$ cat src/rtl/iommu_pkg.sv
// Shared types for the IOMMU front end.
//   pc_t : 16-byte process context as stored in the PDTC (ta = dword0, fsc = dword1).
package iommu_pkg;

  typedef struct packed {
    logic [63:0] ta;
    logic [63:0] fsc;
  } pc_t;

endpackage

$ cat src/rtl/iommu_pdt_walker.sv
// Process Directory Table walker. On a PDTC miss it walks 1-3 PDT levels over a
// single-outstanding 64-bit read port and returns the 16-byte process context.
// Ports:
//   clk_i, rst_i                       clock, async active-high reset
//   walk_valid_i/walk_ready_o          walk request handshake (ready only in IDLE)
//   walk_did_i, walk_pid_i             device_id / process_id of the walk
//   pdtp_mode_i, pdtp_ppn_i            PDT mode (Bare/PD8/PD17/PD20) and root page
//   mem_req_o/mem_addr_o/mem_gnt_i     read request, held with address until grant
//   mem_rvalid_i/mem_rdata_i/mem_err_i read response
//   flush_i/flush_dv_i/flush_did_i     PDTC invalidation snoop (marks walk stale)
//   update_o/up_did_o/up_pid_o/up_content_o  PDTC fill port
//   done_o/error_o/cause_o             walk completion and fault cause
module iommu_pdt_walker
  import iommu_pkg::*;
#(
  parameter int unsigned DEVICE_ID_WIDTH  = 24,
  parameter int unsigned PROCESS_ID_WIDTH = 20,
  parameter int unsigned PADDR_WIDTH      = 56
) (
  input  logic                        clk_i,
  input  logic                        rst_i,
  input  logic                        walk_valid_i,
  output logic                        walk_ready_o,
  input  logic [DEVICE_ID_WIDTH-1:0]  walk_did_i,
  input  logic [PROCESS_ID_WIDTH-1:0] walk_pid_i,
  input  logic [1:0]                  pdtp_mode_i,
  input  logic [43:0]                 pdtp_ppn_i,
  output logic                        mem_req_o,
  output logic [PADDR_WIDTH-1:0]      mem_addr_o,
  input  logic                        mem_gnt_i,
  input  logic                        mem_rvalid_i,
  input  logic [63:0]                 mem_rdata_i,
  input  logic                        mem_err_i,
  input  logic                        flush_i,
  input  logic                        flush_dv_i,
  input  logic [DEVICE_ID_WIDTH-1:0]  flush_did_i,
  output logic                        update_o,
  output logic [DEVICE_ID_WIDTH-1:0]  up_did_o,
  output logic [PROCESS_ID_WIDTH-1:0] up_pid_o,
  output pc_t                         up_content_o,
  output logic                        done_o,
  output logic                        error_o,
  output logic [11:0]                 cause_o
);

  localparam int unsigned CAUSE_W = 12;
  localparam logic [CAUSE_W-1:0] CAUSE_LOAD_FAULT = CAUSE_W'(265);
  localparam logic [CAUSE_W-1:0] CAUSE_NOT_VALID  = CAUSE_W'(266);
  localparam logic [CAUSE_W-1:0] CAUSE_MISCONF    = CAUSE_W'(267);

  typedef enum logic [3:0] {
    IDLE, NL_REQ, NL_WAIT, LF0_REQ, LF0_WAIT, LF1_REQ, LF1_WAIT, DONE, ERR
  } state_e;

  state_e                        state_q;
  logic [DEVICE_ID_WIDTH-1:0]    did_q;
  logic [PROCESS_ID_WIDTH-1:0]   pid_q;
  logic [43:0]                   ppn_q;
  logic                          lvl2_q;
  logic                          stale_q;
  logic [63:0]                   ta_q;
  logic [63:0]                   fsc_q;
  logic                          mem_req_q;
  logic [PADDR_WIDTH-1:0]        mem_addr_q;
  logic                          done_q;
  logic                          error_q;
  logic [CAUSE_W-1:0]            cause_q;

  logic flush_hit;
  logic cfg_bad;
  logic nl_rsvd;

  // Non-leaf entry address: root page + idx * 8.
  function automatic logic [PADDR_WIDTH-1:0] nl_addr(input logic [43:0] ppn, input logic [8:0] idx);
    return PADDR_WIDTH'({ppn, 12'h000}) + PADDR_WIDTH'({idx, 3'b000});
  endfunction

  // Leaf context address: page + idx * 16, dword1 at +8.
  function automatic logic [PADDR_WIDTH-1:0] lf_addr(input logic [43:0] ppn, input logic [7:0] idx,
                                                     input logic dw1);
    return PADDR_WIDTH'({ppn, 12'h000}) + PADDR_WIDTH'({idx, dw1, 3'b000});
  endfunction

  // Invalidation aimed at the walk in flight (global or same device).
  assign flush_hit = flush_i & (~flush_dv_i | (flush_did_i == did_q));

  // Mode Bare, or pid bits beyond what the PDT depth can index.
  always_comb begin
    cfg_bad = 1'b0;
    unique case (pdtp_mode_i)
      2'd0:    cfg_bad = 1'b1;
      2'd1:    cfg_bad = (walk_pid_i[19:8] != '0);
      2'd2:    cfg_bad = (walk_pid_i[19:17] != '0);
      default: cfg_bad = 1'b0;
    endcase
  end

  // Reserved bits in a non-leaf PDT entry.
  assign nl_rsvd = (mem_rdata_i[63:54] != '0) | (mem_rdata_i[9:1] != '0);

  always_ff @(posedge clk_i or posedge rst_i) begin
    if (rst_i) begin
      state_q    <= IDLE;
      did_q      <= '0;
      pid_q      <= '0;
      ppn_q      <= '0;
      lvl2_q     <= 1'b0;
      stale_q    <= 1'b0;
      ta_q       <= '0;
      fsc_q      <= '0;
      mem_req_q  <= 1'b0;
      mem_addr_q <= '0;
      done_q     <= 1'b0;
      error_q    <= 1'b0;
      cause_q    <= '0;
    end else begin
      done_q  <= 1'b0;
      error_q <= 1'b0;
      cause_q <= '0;
      if (state_q != IDLE && flush_hit) stale_q <= 1'b1;

      case (state_q)
        IDLE: begin
          stale_q <= 1'b0;
          if (walk_valid_i) begin
            did_q <= walk_did_i;
            pid_q <= walk_pid_i;
            ppn_q <= pdtp_ppn_i;
            if (cfg_bad) begin
              state_q <= ERR;
              done_q  <= 1'b1;
              error_q <= 1'b1;
              cause_q <= CAUSE_MISCONF;
            end else if (pdtp_mode_i == 2'd3) begin
              lvl2_q     <= 1'b1;
              mem_req_q  <= 1'b1;
              mem_addr_q <= nl_addr(pdtp_ppn_i, 9'(walk_pid_i[19:17]));
              state_q    <= NL_REQ;
            end else if (pdtp_mode_i == 2'd2) begin
              lvl2_q     <= 1'b0;
              mem_req_q  <= 1'b1;
              mem_addr_q <= nl_addr(pdtp_ppn_i, walk_pid_i[16:8]);
              state_q    <= NL_REQ;
            end else begin
              mem_req_q  <= 1'b1;
              mem_addr_q <= lf_addr(pdtp_ppn_i, walk_pid_i[7:0], 1'b0);
              state_q    <= LF0_REQ;
            end
          end
        end

        NL_REQ, LF0_REQ, LF1_REQ: begin
          if (mem_gnt_i) begin
            mem_req_q <= 1'b0;
            state_q   <= (state_q == NL_REQ)  ? NL_WAIT :
                         (state_q == LF0_REQ) ? LF0_WAIT : LF1_WAIT;
          end
        end

        NL_WAIT: begin
          if (mem_rvalid_i) begin
            if (mem_err_i || !mem_rdata_i[0] || nl_rsvd) begin
              state_q <= ERR;
              done_q  <= 1'b1;
              error_q <= 1'b1;
              cause_q <= mem_err_i ? CAUSE_LOAD_FAULT :
                         !mem_rdata_i[0] ? CAUSE_NOT_VALID : CAUSE_MISCONF;
            end else begin
              ppn_q     <= mem_rdata_i[53:10];
              mem_req_q <= 1'b1;
              if (lvl2_q) begin
                lvl2_q     <= 1'b0;
                mem_addr_q <= nl_addr(mem_rdata_i[53:10], pid_q[16:8]);
                state_q    <= NL_REQ;
              end else begin
                mem_addr_q <= lf_addr(mem_rdata_i[53:10], pid_q[7:0], 1'b0);
                state_q    <= LF0_REQ;
              end
            end
          end
        end

        LF0_WAIT: begin
          if (mem_rvalid_i) begin
            if (mem_err_i || !mem_rdata_i[0]) begin
              state_q <= ERR;
              done_q  <= 1'b1;
              error_q <= 1'b1;
              cause_q <= mem_err_i ? CAUSE_LOAD_FAULT : CAUSE_NOT_VALID;
            end else begin
              ta_q       <= mem_rdata_i;
              mem_req_q  <= 1'b1;
              mem_addr_q <= lf_addr(ppn_q, pid_q[7:0], 1'b1);
              state_q    <= LF1_REQ;
            end
          end
        end

        LF1_WAIT: begin
          if (mem_rvalid_i) begin
            done_q <= 1'b1;
            if (mem_err_i) begin
              state_q <= ERR;
              error_q <= 1'b1;
              cause_q <= CAUSE_LOAD_FAULT;
            end else begin
              fsc_q   <= mem_rdata_i;
              state_q <= DONE;
            end
          end
        end

        DONE, ERR: state_q <= IDLE;

        default: state_q <= IDLE;
      endcase
    end
  end

  assign walk_ready_o      = (state_q == IDLE);
  assign mem_req_o         = mem_req_q;
  assign mem_addr_o        = mem_addr_q;
  // A flush landing in the DONE cycle itself must still suppress the fill.
  assign update_o          = (state_q == DONE) & ~stale_q & ~flush_hit;
  assign up_did_o          = did_q;
  assign up_pid_o          = pid_q;
  assign up_content_o.ta   = ta_q;
  assign up_content_o.fsc  = fsc_q;
  assign done_o            = done_q;
  assign error_o           = error_q;
  assign cause_o           = cause_q;

endmodule
$ cat config.mk
export PLATFORM = sky130hd
export DESIGN_NAME = iommu_pdt_walker
export DESIGN_NICKNAME = d
export VERILOG_FILES = /design/src/rtl/iommu_pkg.sv /design/src/rtl/iommu_pdt_walker.sv
export SDC_FILE = /design/constraint.sdc
export NUM_CORES = 1
export LEC_CHECK = 0
export BUFFER_PORTS_ARGS = -buffer_cell sky130_fd_sc_hd__buf_2
export CAP_MARGIN = 20
export CORE_ASPECT_RATIO = 0.7
export CORE_MARGIN = 5
export CORE_UTILIZATION = 45
export DETAILED_ROUTE_END_ITERATION = 8
export HOLD_SLACK_MARGIN = 0.1
export PLACE_DENSITY = 0.76
export SLEW_MARGIN = 20
export SYNTH_ARGS = -nofsm -noshare
export SYNTH_HDL_FRONTEND = slang
export SYNTH_SLANG_ARGS = --single-unit
$ cat constraint.sdc
create_clock -name clk_i -period 7.4 [get_ports clk_i]
set_input_delay 0.37 -clock clk_i [delete_from_list [all_inputs] [get_ports clk_i]]
set_output_delay 0.37 -clock clk_i [all_outputs]
set_load 0.005 [all_outputs]
==> impl_metrics.py <==
metrics = {
    "setup_path": {
        "critPathSlowestCell": "buf_4",
        "crit_buf_inv": 3,
        "path_cells": "inv_1 > nand3_2 > o21ai_4 > buf_4 > a21boi_4 > buf_4 > o221ai_1",
        "cpMostUsedCell": "buf_4",
        "worstPathArrival_ns": 3.97,
        "crit_path_max_incr_delay_ns": 0.73,
        "path_max_fanout": 89,
        "worstPathRequired_ns": 7.77,
        "crit_path_start_kind": "flip-flop",
        "path_delay_family": "buffers and inverters",
        "crit_type": "reg -> reg",
        "cp-end-kind": "flip-flop",
    },
    "grt": {
        "antenna_found_initial": 1,
        "grt_max_degree": 150,
        "grt_overflow": 0,
        "grt_pass1_vias": 11261,
        "grt_pass1_wl_mm": 63.5,
        "grt_use_total_pct": 24.9,
    },
    "pwr": {
        "ir_drop_mv": 0.208,
        "cellPowerDensity_mw_per_mm2": 380,
        "p_leak_nw": 8.82,
        "finalPower_mw": 6.64,
    },
    "clock_network": {
        "cts_tree": "yes",
        "cts_max_level": 1,
        "clk_path_buf_depth": 3,
        "cts.sinks": 280,
        "clk_pin_slew_ns": 0.06,
        "numCtsBuffers": 28,
        "post_cts_buffers": 0,
        "clk_latency_ns": 0.56,
        "cts_root_buffer": "clkbuf_16",
    },
    "timing": {
        "setup_violations": 0,
        "period_minus_slack_ns": 3.60,
        "whs_ns": 0.130,
        "fin_worst_skew_ns": 0.0167,
        "rsz0062_at_grt": "false",
        "hold_violations": 0,
        "finalCritPeriodShare_pct": 48.6,
        "finalSetupTns_ns": 0,
        "finalMaxSlewViolations": 0,
        "timing.slew.headroom_pct": 34.8,
        "clock.fmax_mhz": 278,
        "worstMarginPinSlew_ns": 0.975,
    },
    "route": {
        "num_vias": 10714,
        "antenna_left": 0,
        "wl_per_cell_um": 21.0,
        "finalWirelength_mm": 41.1,
        "drc": 0,
        "detail_route.iter0.violations": 717,
        "firstDrtPassIters": 5,
        "vias_per_cell": 5.48,
    },
    "worst_hold_path": {
        "hp-class": "in -> reg",
    },
    "synth": {
        "post-synth-top-count-cell": "dfrtp_1",
        "synth_top_area_share_pct": 54.5,
        "syn-cell-area_mm2": 0.0128,
        "synthArstFlopShare_pct": 100,
        "synthCells": 1033,
        "syn_avg_cell_area_um2": 12.4,
        "ys_seq_area_share_pct": 54.5,
        "synth-main-ff-cell": "dfrtp_1",
        "yosys.area.top_type": "dfrtp_1",
        "synthTopCellsByArea": "dfrtp_1 55%, mux2_2 15%, mux2_4 5.0%",
        "yosysUniqueCellTypes": 60,
        "synth_edf_count": 0,
        "ys_ff_latch": 280,
        "yosys_warnings": 0,
        "yosys-top-cells-count": "280 x dfrtp_1, 170 x mux2_2, 64 x nand2_1, 62 x inv_1, 52 x nor2_1",
    },
    "flow_run": {
        "cap_violations": 0,
    },
    "cells_and_area": {
        "syn2layout_area_growth_pct": 35.9,
        "fin_nets": 1748,
        "regArea_mm2": 0.00701,
        "multi_input_area_mm2": 0.00523,
        "fillers": 2097,
        "drive_gt1_share_pct": 45.0,
    },
    "floorplanning": {
        "die_w_um": 212,
        "dieArea_mm2": 0.0321,
        "initial_core_util_pct": 46.0,
        "core_area_mm2": 0.0279,
        "rows": 51,
        "ios": 431,
        "die_h_um": 151,
    },
    "placement": {
        "port_buffers": 419,
        "dp.final_hpwl_mm": 27.4,
        "globalplace.congestion": 0.873,
    },
    "status": {
        "status": "finished clean",
    },
}
-- metrics by stage --
stage	utilization, %	worst slack (ns)	cells	cell area, um^2
floorplan	-	3.32	1043	12900
global placement	54.3	3.82	1765	15200
detailed placement	54.3	3.70	1765	15200
CTS	62.4	3.68	1953	17400
global route	62.5	3.60	1955	17500
finish	62.5	3.80	1955	17500
-- state kept, by name (all words and copies together) (netlist names) --
signal and count:
cause_o 3, done_o 1, fsc_q 64, lvl2_q 1, mem_addr_o 53, mem_req_o 1, ppn_q 44, stale_q 1
state_q 4, ta_q 64, up_did_o 24, up_pid_o 20
-- per-layer routing --
metal | track usage (%) | up-vias | part of all wire [%]
li1 | - | 4791 | -
met2 | 41.5 | 465 | 48
met1 | 32.6 | 5385 | 41
met4 | 6.86 | 0 | 2.5
met3 | 6.42 | 73 | 8.3
met5 | 0 | - | 0
-- final timing paths --
| path | start | endpoint | slack [ns] | depth (start not counted) |
|---|---|---|---|---|
| worst max register to register | state_q[2] | ppn_q[31] | 3.80 | 7 |
| min in group asynchronous | rst_i | ta_q[42] | 0.62 | 4 |
| max in group asynchronous | rst_i | ppn_q[18] | 5.24 | 5 |
| worst min register to register | ta_q[0] | ta_q[0] | 0.47 | 1 |
| worst min-delay path | mem_rdata_i[41] | ta_q[41] | 0.13 | 2 |
| worst max-delay path | state_q[2] | ppn_q[31] | 3.80 | 7 |
-- cell usage in the layout, fill, tap and decap left out, drive strengths merged, types with 2 or more instances in the layout --
cell type and count:
buf 435, dfrtp 280, mux2 213, dlygate4sd3 137
nand2 65, inv 63, nor2 52, nand3 48
a221o 46, o221ai 44, clkbuf 40, xor2 16
o21ai 16, conb 11, nor4 10, mux2i 9
xnor2 9, nor3 9, o22ai 6, a222oi 6
nand4 6, clkinv 6, or2 5, nand2b 4
a21oi 4, clkinvlp 4, nor2b 3, o31ai 3
o311ai 3, a2111oi 3, a22oi 2, o211ai 2
o21bai 2, a21o 2
-- timing repair --
| item | CTS | global route |
|---|---|---|
| endpoints found under the hold margin | 193 | 0 |
| hold buffers | 137 | 0 |
| gates resized for setup | 0 | 0 |
-- area by class of cell --
cell class	count	area share, %
antenna	1	0.0143
clock inverter	11	0.588
clock buffer	40	4.61
timing repair buffer	572	20.6
multi-input combinational	617	30.0
inverter	63	1.38
sequential	280	40.1
tap	371	2.66
-- cell families (layout without fill, tap and decap cells) --
family,count (synthesis),count (layout),synth area share (%)
AO/OA/AOI/OAI,151,151,10.2
XOR/XNOR,25,25,1.70
buffers and inverters,146,686,5.39
flip-flops,280,280,54.5
multiplexers,222,222,20.6
other,1,12,0.0292
AND/OR/NAND/NOR,208,208,7.55
-- worst reg2reg max path: stages (launching register included) --
cell and delay, ns:
dfrtp_1 0.58, inv_1 0.28, nand3_2 0.52, o21ai_4 0.31, buf_4 0.73, a21boi_4 0.29
buf_4 0.46, o221ai_1 0.25
-- power breakdown --
group / total, mW / switching (mW) / internal [mW]
combinational: 2.72 / 1.33 / 1.39
sequential: 2.50 / 0.375 / 2.13
clock: 1.42 / 0.621 / 0.795
total: 6.64 / 2.32 / 4.32
Power figures use the tool's default switching activity.
